--- src/rtl/alu_pkg.sv ---
// rtl/alu_pkg.sv - opcode constants, funct3 encodings and FSM state type for alu_pipe
package alu_pkg;

    localparam logic [6:0] OP_R      = 7'b0110011;
    localparam logic [6:0] OP_I      = 7'b0010011;
    localparam logic [6:0] OP_LOAD   = 7'b0000011;
    localparam logic [6:0] OP_STORE  = 7'b0100011;
    localparam logic [6:0] OP_BRANCH = 7'b1100011;

    localparam logic [2:0] F3_LOAD  = 3'd1;
    localparam logic [2:0] F3_STORE = 3'd0;

    typedef enum logic [2:0] {
        R_ADD = 3'd0, R_SUB = 3'd1, R_OR  = 3'd2, R_AND = 3'd3,
        R_XOR = 3'd4, R_NOT = 3'd5, R_MUL = 3'd6, R_SLT = 3'd7
    } r_funct_e;

    typedef enum logic [2:0] {
        I_ADD = 3'd0, I_SUB = 3'd1, I_OR  = 3'd2,
        I_AND = 3'd3, I_SLL = 3'd4, I_SRL = 3'd5
    } i_funct_e;

    typedef enum logic [2:0] {
        BR_EQ = 3'd0, BR_LT = 3'd4, BR_GT = 3'd5, BR_EZ = 3'd6
    } br_funct_e;

    typedef enum logic [1:0] {
        ST_IDLE = 2'd0,
        ST_MUL  = 2'd1,
        ST_DONE = 2'd2
    } state_e;

endpackage

--- src/rtl/alu_pipe_if.sv ---
// rtl/alu_pipe_if.sv - instruction-in / result-out handshake bundle for alu_pipe
// master: decode side (drives in_*, out_ready); slave: the ALU (drives in_ready, out_*)
interface alu_pipe_if #(
    parameter int XLEN   = 32,
    parameter int ADDR_W = 12
);
    logic              in_valid;
    logic              in_ready;
    logic [6:0]        in_op;
    logic [2:0]        in_funct3;
    logic [6:0]        in_funct7;
    logic [XLEN-1:0]   in_data_a;
    logic [XLEN-1:0]   in_data_b;
    logic [XLEN-1:0]   in_imm;
    logic              out_valid;
    logic              out_ready;
    logic [XLEN-1:0]   out_result;
    logic [ADDR_W-1:0] out_addr;
    logic              out_read2;
    logic              out_taken;
    logic              out_err;

    modport master (
        output in_valid, in_op, in_funct3, in_funct7, in_data_a, in_data_b, in_imm, out_ready,
        input  in_ready, out_valid, out_result, out_addr, out_read2, out_taken, out_err
    );

    modport slave (
        input  in_valid, in_op, in_funct3, in_funct7, in_data_a, in_data_b, in_imm, out_ready,
        output in_ready, out_valid, out_result, out_addr, out_read2, out_taken, out_err
    );
endinterface

--- src/rtl/alu_mul_iter.sv ---
// rtl/alu_mul_iter.sv - shift-add multiplier, one multiplier bit per cycle, XLEN cycles
// ports: clk, rst_n, start (load a/b), a, b, busy (iterating), done (final step this cycle),
//        product (valid in the cycle done is high: low XLEN bits of a*b, unsigned)
module alu_mul_iter #(
    parameter int XLEN = 32
) (
    input  logic            clk,
    input  logic            rst_n,
    input  logic            start,
    input  logic [XLEN-1:0] a,
    input  logic [XLEN-1:0] b,
    output logic            busy,
    output logic            done,
    output logic [XLEN-1:0] product
);
    localparam int SHW = $clog2(XLEN);

    logic [XLEN-1:0] mcand;
    logic [XLEN-1:0] mplier;
    logic [XLEN-1:0] acc;
    logic [SHW-1:0]  cnt;

    // product is the accumulator after the current step, so the final sum is
    // available combinationally on the last iteration cycle without an extra edge
    assign product = acc + (mplier[0] ? mcand : '0);
    assign done    = busy && (cnt == SHW'(XLEN - 1));

    always_ff @(posedge clk or negedge rst_n) begin
        if (!rst_n) begin
            mcand  <= '0;
            mplier <= '0;
            acc    <= '0;
            cnt    <= '0;
            busy   <= 1'b0;
        end else if (start) begin
            mcand  <= a;
            mplier <= b;
            acc    <= '0;
            cnt    <= '0;
            busy   <= 1'b1;
        end else if (busy) begin
            acc    <= product;
            mcand  <= mcand << 1;
            mplier <= mplier >> 1;
            cnt    <= cnt + SHW'(1);
            if (done) begin
                busy <= 1'b0;
            end
        end
    end
endmodule

--- src/rtl/alu_pipe.sv ---
// rtl/alu_pipe.sv - handshaked execute-stage ALU with iterative multiplier
// ports: clk, rst_n (async, active-low), bus (alu_pipe_if.slave: instruction in, result out)
module alu_pipe
    import alu_pkg::*;
#(
    parameter int XLEN   = 32,
    parameter int ADDR_W = 12
) (
    input  logic      clk,
    input  logic      rst_n,
    alu_pipe_if.slave bus
);
    localparam int SHW = $clog2(XLEN);

    state_e            state_q, state_d;
    logic              accept, is_mul;
    logic              mul_busy, mul_done;
    logic [XLEN-1:0]   mul_product;
    logic [XLEN-1:0]   eff_addr;
    logic [XLEN-1:0]   c_result;
    logic [ADDR_W-1:0] c_addr;
    logic              c_read2, c_taken, c_err;
    logic [XLEN-1:0]   r_result;
    logic [ADDR_W-1:0] r_addr;
    logic              r_read2, r_taken, r_err;
    logic              unused_funct7;

    // funct7 travels with the instruction but never selects an operation
    assign unused_funct7 = ^bus.in_funct7;

    assign bus.in_ready = ((state_q == ST_IDLE) || (state_q == ST_DONE && bus.out_ready)) && !mul_busy;
    assign accept       = bus.in_valid && bus.in_ready;
    assign is_mul       = (bus.in_op == OP_R) && (bus.in_funct3 == R_MUL);
    assign eff_addr     = bus.in_data_a + bus.in_imm;

    alu_mul_iter #(.XLEN(XLEN)) u_mul (
        .clk     (clk),
        .rst_n   (rst_n),
        .start   (accept && is_mul),
        .a       (bus.in_data_a),
        .b       (bus.in_data_b),
        .busy    (mul_busy),
        .done    (mul_done),
        .product (mul_product)
    );

    always_comb begin
        c_result = '0;
        c_addr   = '0;
        c_read2  = 1'b0;
        c_taken  = 1'b0;
        c_err    = 1'b0;
        case (bus.in_op)
            OP_R: begin
                case (bus.in_funct3)
                    R_ADD: c_result = bus.in_data_a + bus.in_data_b;
                    R_SUB: c_result = bus.in_data_a - bus.in_data_b;
                    R_OR:  c_result = bus.in_data_a | bus.in_data_b;
                    R_AND: c_result = bus.in_data_a & bus.in_data_b;
                    R_XOR: c_result = bus.in_data_a ^ bus.in_data_b;
                    R_NOT: c_result = ~bus.in_data_a;
                    R_MUL: c_result = '0;
                    R_SLT: c_result = {{(XLEN-1){1'b0}}, ($signed(bus.in_data_a) < $signed(bus.in_data_b))};
                endcase
            end
            OP_I: begin
                case (bus.in_funct3)
                    I_ADD:   c_result = bus.in_data_a + bus.in_imm;
                    I_SUB:   c_result = bus.in_data_a - bus.in_imm;
                    I_OR:    c_result = bus.in_data_a | bus.in_imm;
                    I_AND:   c_result = bus.in_data_a & bus.in_imm;
                    I_SLL:   c_result = bus.in_data_a << bus.in_imm[SHW-1:0];
                    I_SRL:   c_result = bus.in_data_a >> bus.in_imm[SHW-1:0];
                    default: c_err    = 1'b1;
                endcase
            end
            OP_LOAD: begin
                if (bus.in_funct3 == F3_LOAD) c_addr = eff_addr[ADDR_W-1:0];
                else                          c_err  = 1'b1;
            end
            OP_STORE: begin
                if (bus.in_funct3 == F3_STORE) begin
                    c_addr  = eff_addr[ADDR_W-1:0];
                    c_read2 = 1'b1;
                end else begin
                    c_err = 1'b1;
                end
            end
            OP_BRANCH: begin
                case (bus.in_funct3)
                    BR_EQ: c_taken = (bus.in_data_a == bus.in_data_b);
                    BR_LT: c_taken = ($signed(bus.in_data_a) < $signed(bus.in_data_b));
                    BR_GT: c_taken = ($signed(bus.in_data_a) > $signed(bus.in_data_b));
                    BR_EZ: c_taken = (bus.in_data_a == '0);
                    default: c_err = 1'b1;
                endcase
                // target only reported for legal branches so an error result stays all-zero
                if (!c_err) c_addr = bus.in_imm[ADDR_W-1:0];
            end
            default: c_err = 1'b1;
        endcase
    end

    always_comb begin
        state_d = state_q;
        case (state_q)
            ST_IDLE: if (accept) state_d = is_mul ? ST_MUL : ST_DONE;
            ST_MUL:  if (mul_done) state_d = ST_DONE;
            ST_DONE: if (bus.out_ready) state_d = accept ? (is_mul ? ST_MUL : ST_DONE) : ST_IDLE;
            default: state_d = ST_IDLE;
        endcase
    end

    always_ff @(posedge clk or negedge rst_n) begin
        if (!rst_n) begin
            state_q  <= ST_IDLE;
            r_result <= '0;
            r_addr   <= '0;
            r_read2  <= 1'b0;
            r_taken  <= 1'b0;
            r_err    <= 1'b0;
        end else begin
            state_q <= state_d;
            if (accept && !is_mul) begin
                r_result <= c_result;
                r_addr   <= c_addr;
                r_read2  <= c_read2;
                r_taken  <= c_taken;
                r_err    <= c_err;
            end else if (mul_done) begin
                r_result <= mul_product;
                r_addr   <= '0;
                r_read2  <= 1'b0;
                r_taken  <= 1'b0;
                r_err    <= 1'b0;
            end
        end
    end

    assign bus.out_valid  = (state_q == ST_DONE);
    assign bus.out_result = r_result;
    assign bus.out_addr   = r_addr;
    assign bus.out_read2  = r_read2;
    assign bus.out_taken  = r_taken;
    assign bus.out_err    = r_err;
endmodule

--- src/flat_wrapper.sv ---
// flat-port wrapper written by rule: the top's interface ports become plain ports
module alu_pipe_flat import alu_pkg::*;
#(
    parameter int XLEN   = 32,
    parameter int ADDR_W = 12
)
  (clk, rst_n, bus_in_valid, bus_in_op, bus_in_funct3, bus_in_funct7, bus_in_data_a, bus_in_data_b, bus_in_imm, bus_out_ready, bus_in_ready, bus_out_valid, bus_out_result, bus_out_addr, bus_out_read2, bus_out_taken, bus_out_err);
  alu_pipe_if #(.XLEN(XLEN), .ADDR_W(ADDR_W)) bus_i ();
  input  logic clk;
  input  logic rst_n;
  input wire logic [$bits(bus_i.in_valid)-1:0] bus_in_valid;
  input wire logic [$bits(bus_i.in_op)-1:0] bus_in_op;
  input wire logic [$bits(bus_i.in_funct3)-1:0] bus_in_funct3;
  input wire logic [$bits(bus_i.in_funct7)-1:0] bus_in_funct7;
  input wire logic [$bits(bus_i.in_data_a)-1:0] bus_in_data_a;
  input wire logic [$bits(bus_i.in_data_b)-1:0] bus_in_data_b;
  input wire logic [$bits(bus_i.in_imm)-1:0] bus_in_imm;
  input wire logic [$bits(bus_i.out_ready)-1:0] bus_out_ready;
  output wire logic [$bits(bus_i.in_ready)-1:0] bus_in_ready;
  output wire logic [$bits(bus_i.out_valid)-1:0] bus_out_valid;
  output wire logic [$bits(bus_i.out_result)-1:0] bus_out_result;
  output wire logic [$bits(bus_i.out_addr)-1:0] bus_out_addr;
  output wire logic [$bits(bus_i.out_read2)-1:0] bus_out_read2;
  output wire logic [$bits(bus_i.out_taken)-1:0] bus_out_taken;
  output wire logic [$bits(bus_i.out_err)-1:0] bus_out_err;
  assign bus_i.in_valid = bus_in_valid;
  assign bus_i.in_op = bus_in_op;
  assign bus_i.in_funct3 = bus_in_funct3;
  assign bus_i.in_funct7 = bus_in_funct7;
  assign bus_i.in_data_a = bus_in_data_a;
  assign bus_i.in_data_b = bus_in_data_b;
  assign bus_i.in_imm = bus_in_imm;
  assign bus_i.out_ready = bus_out_ready;
  assign bus_in_ready = bus_i.in_ready;
  assign bus_out_valid = bus_i.out_valid;
  assign bus_out_result = bus_i.out_result;
  assign bus_out_addr = bus_i.out_addr;
  assign bus_out_read2 = bus_i.out_read2;
  assign bus_out_taken = bus_i.out_taken;
  assign bus_out_err = bus_i.out_err;
  alu_pipe #(.XLEN(XLEN), .ADDR_W(ADDR_W)) u_core (.clk(clk), .rst_n(rst_n), .bus(bus_i));
endmodule
--- config.mk ---
export PLATFORM = sky130hd
export DESIGN_NAME = alu_pipe_flat
export DESIGN_NICKNAME = d
export VERILOG_FILES = /design/src/rtl/alu_pkg.sv /design/src/rtl/alu_pipe_if.sv /design/src/rtl/alu_mul_iter.sv /design/src/rtl/alu_pipe.sv /design/src/flat_wrapper.sv
export SDC_FILE = /design/constraint.sdc
export NUM_CORES = 1
export LEC_CHECK = 0
export ABC_CLOCK_PERIOD_IN_PS = 8200
export CAP_MARGIN = 25
export CORE_MARGIN = 4
export CORE_UTILIZATION = 30
export DETAILED_ROUTE_END_ITERATION = 8
export PLACE_DENSITY = 0.47
export SETUP_SLACK_MARGIN = 0.02
export SLEW_MARGIN = 20
export SYNTH_ARGS = -nofsm -noshare
export SYNTH_HDL_FRONTEND = slang
export SYNTH_SLANG_ARGS = --single-unit
--- constraint.sdc ---
create_clock -name clk -period 8.2 [get_ports clk]
set_input_delay 0.82 -clock clk [delete_from_list [all_inputs] [get_ports clk]]
set_output_delay 0.82 -clock clk [all_outputs]
set_load 0.05 [all_outputs]
==> run_results.csv <==
group,metric,value,unit
run_status,outcome,"finished, final reports clean",
worst_setup_path,critPathMaxFanout,14,
worst_setup_path,cp_data_required_time,8640,ps
global_route,grt_max_degree,158,
synth,syn_inst,3021,
timing,slew_headroom,35.03,%
cts,cts_hold_buffers,0,
cts,clockBufferDepth,2,
worst_setup_path,ff2ff_setup_slack,3630,ps
synth,ys.flop_type,"dfrtp_1",
placed_design,place_ws,2446,ps
synth,avgSynthCellArea,7.231,um2
worst_setup_path,path_class,"primary input to flip-flop",
synth,synth_enable_flop_cells,0,
worst_setup_path,start_kind,"primary input",
timing,period_needed,5186,ps
synth,synth-xor-area-share,4.250,%
synth,synth_fp_nets,3377,
cts,clk_pin_slew,80,ps
floorplanning,coreArea,71850,um2
synth,ys_seq_area_share,17.30,%
synth,ys_warn_count,0,
timing,rsz0062_at_grt,"no",
global_route,grt_use_total,27.75,%
timing,hold_viol,0,
synth,synth_area,21840,um2
final_layout,stdcell_area,24840,um2
timing,finalSetupTns,0,ps
global_route,grt_overflow_total,0,
placed_design,post-dp-hpwl,86.16,mm
final_layout,areaGrowthSynthToFinish,13.73,%
floorplanning,dieHeight,277.8,um
synth,synth.largest_area_cell,"dfrtp_1",
timing,finClkSkew,35.72,ps
final_layout,layout-drive-gt1-share,6.100,%
cts,clkLatencyLatePin,520,ps
placed_design,portBuffers,158,
worst_setup_path,endpoint_kind,"flip-flop",
floorplanning,die_area,77200,um2
routing,first_pass_iters,5,
placed_design,place_congestion,0.9941,
timing,fmax,192.8,MHz
routing,drt_iter0_drc,2655,
timing,finalSetupViolations,0,
global_route,grt_pass1_wl,160.3,mm
cts,root_buffer,"clkbuf_16",
timing,slew_viol_final,0,
synth,synth-compound-area-share,30.40,%
synth,synth_top_family_by_area,"compound AO/OA/AOI/OAI gates",
routing,route.detailed.wl_per_inst,27.87,um
cts,cts_tree,"done",
cts,htree_levels,4,
synth,synthAdderAreaFrac,13.86,%
floorplanning,placementRows,98,
power_and_ir_drop,power.density,138.5,nW/um2
cts,post_cts_buffers,0,
synth,synth_most_common_cell,"nor2_1",
routing,drt-vias-per-instance,5.973,
floorplanning,die_x,277.8,um
cts,cts_sinks,151,
synth,synth-seq-cells,151,
routing,drc_errors,0,
synth,synthSimpleGateAreaFrac,19.70,%
synth,synth_area_leaders,"dfrtp_1 (17%), ha_1 (13%), a21oi_1 (7.4%)",
floorplanning,start_util,30.40,%
final_layout,layout.nets,3392,
placed_design,place_area,24210,um2
global_route,antenna_found_initial,3,
synth,ys_async_sr_fraction,100.0,%
timing,finalCritPeriodShare,63.24,%
synth,synth_top_area_share,17.30,%
synth,synth_common_cells,"nor2_1 (332), a21oi_1 (321), nand2_1 (314), o21ai_0 (242), ha_1 (234)",
timing,setup_ws,3014,ps
worst_setup_path,reg2regPathDepth,13,
power_and_ir_drop,power.leakage,10.51,nW
synth,synth_mux_area_share,7.583,%
final_layout,nFillCells,7776,
power_and_ir_drop,peakVddDrop,0.0001185,V
routing,ant_nets,0,
timing,tightest_slew,970.2,ps
worst_setup_path,crit_arrival,5630,ps
cts,cts_resized,0,
routing,vias,23890,
floorplanning,ios,166,
cts,cts_buffers,17,
synth,yosys.cell_types.count,88,
global_route,grt_pass1_vias,23150,
flow_run,drv_cap,0,
routing,drt-total-wl,111.5,mm
timing,holdWs,228.0,ps
hold_path,hp-class,"primary input to asynchronous set/reset pin",
-- cell families (layout without fill, tap and decap cells) --
group	Yosys count	after routing
flip-flops	151	151
adder cells (fa/ha/maj)	239	239
multiplexers	134	134
AO/OA/AOI/OAI	1051	1051
buffers and inverters	383	411
AND/OR/NAND/NOR	957	957
other	0	1
XOR/XNOR	106	106
-- per-layer routing --
metal	wire length [um]	track usage, %	up-vias
li1	-	-	10920
met1	50730	39.05	11820
met2	50000	43.83	1011
met3	7579	4.553	142
met4	3175	7.876	0
met5	0	0	-
-- report_power, final --
part / switching, mW / internal [mW] / total (mW)
clock: 0.419 / 0.484 / 0.903
sequential: 0.0609 / 0.822 / 0.882
combinational: 1.09 / 0.569 / 1.66
total: 1.57 / 1.88 / 3.44
-- cells in the final DEF, fill, tap and decap left out, types with 18 or more instances in the layout --
cell type,instances
nand2_1,312
and3_1,22
o211ai_1,38
dfrtp_1,150
xor2_1,20
a22oi_1,69
mux2i_1,89
a21o_1,38
o21ai_0,242
mux4_2,23
a31oi_1,31
mux2_2,21
o22ai_1,49
a211oi_1,52
a221oi_1,18
a21oi_1,321
nor4_1,23
inv_1,156
nand3_1,55
and2_1,48
buf_4,59
o21bai_1,34
o221ai_1,20
nor2_1,329
nand2b_1,22
nor3_1,50
clkdlybuf4s50_1,150
xnor2_1,86
o31ai_1,18
ha_1,234
-- registers in the layout (all words and copies together) (netlist names) --
name,cells
u_core.bus.out_addr,12
u_core.bus.out_err,1
u_core.bus.out_read2,1
u_core.bus.out_result,32
u_core.bus.out_taken,1
u_core.state_q,2
u_core.u_mul.acc,32
u_core.u_mul.busy,1
u_core.u_mul.cnt,5
u_core.u_mul.mcand,32
u_core.u_mul.mplier,32
-- final cells by class --
cell class	count	area, um2	area share, %
Timing Repair Buffer	221	2078	8.365
Clock buffer	19	432.9	1.743
Sequential cell	151	3782	15.22
Tap cell	950	1189	4.784
Inverter	158	593.1	2.387
Multi-Input combinational cell	2487	16590	66.80
Clock inverter	13	171.4	0.6900
Antenna cell	1	2.502	0.01007
-- worst paths after layout --
kind	startpoint	to
min in group clk	u_core.bus.out_addr[1]	u_core.bus.out_addr[1]
max	bus_in_data_a[4]	u_core.bus.out_result[25]
min reg2reg	u_core.bus.out_addr[1]	u_core.bus.out_addr[1]
min	rst_n	u_core.u_mul.acc[3]
max in group asynchronous	rst_n	u_core.u_mul.acc[11]
max reg2reg	u_core.u_mul.mplier[0]	u_core.bus.out_result[24]
-- metrics by stage --
step / cells / utilization, % / total power [mW]
2_1_floorplan: 3021 / - / 1.935
3_3_place_gp: 3963 / 33.63 / 2.503
3_5_place_dp: 3966 / 33.69 / 2.518
4_1_cts: 3998 / 34.53 / 3.440
5_1_grt: 3999 / 34.57 / 3.631
6_report: 4000 / 34.58 / 3.441
-- critical path, stage by stage --
cell,delay [ps]
clkdlybuf4s50_1,1030
inv_1,300
ha_1,530
nand3_1,110
o211ai_1,310
nand4_1,270
a2111oi_2,720
o2111ai_1,180
o211ai_1,230
o31ai_1,130
a2111oi_1,800
a211o_1,180
No activity file was read; power rests on OpenSTA's default activity.
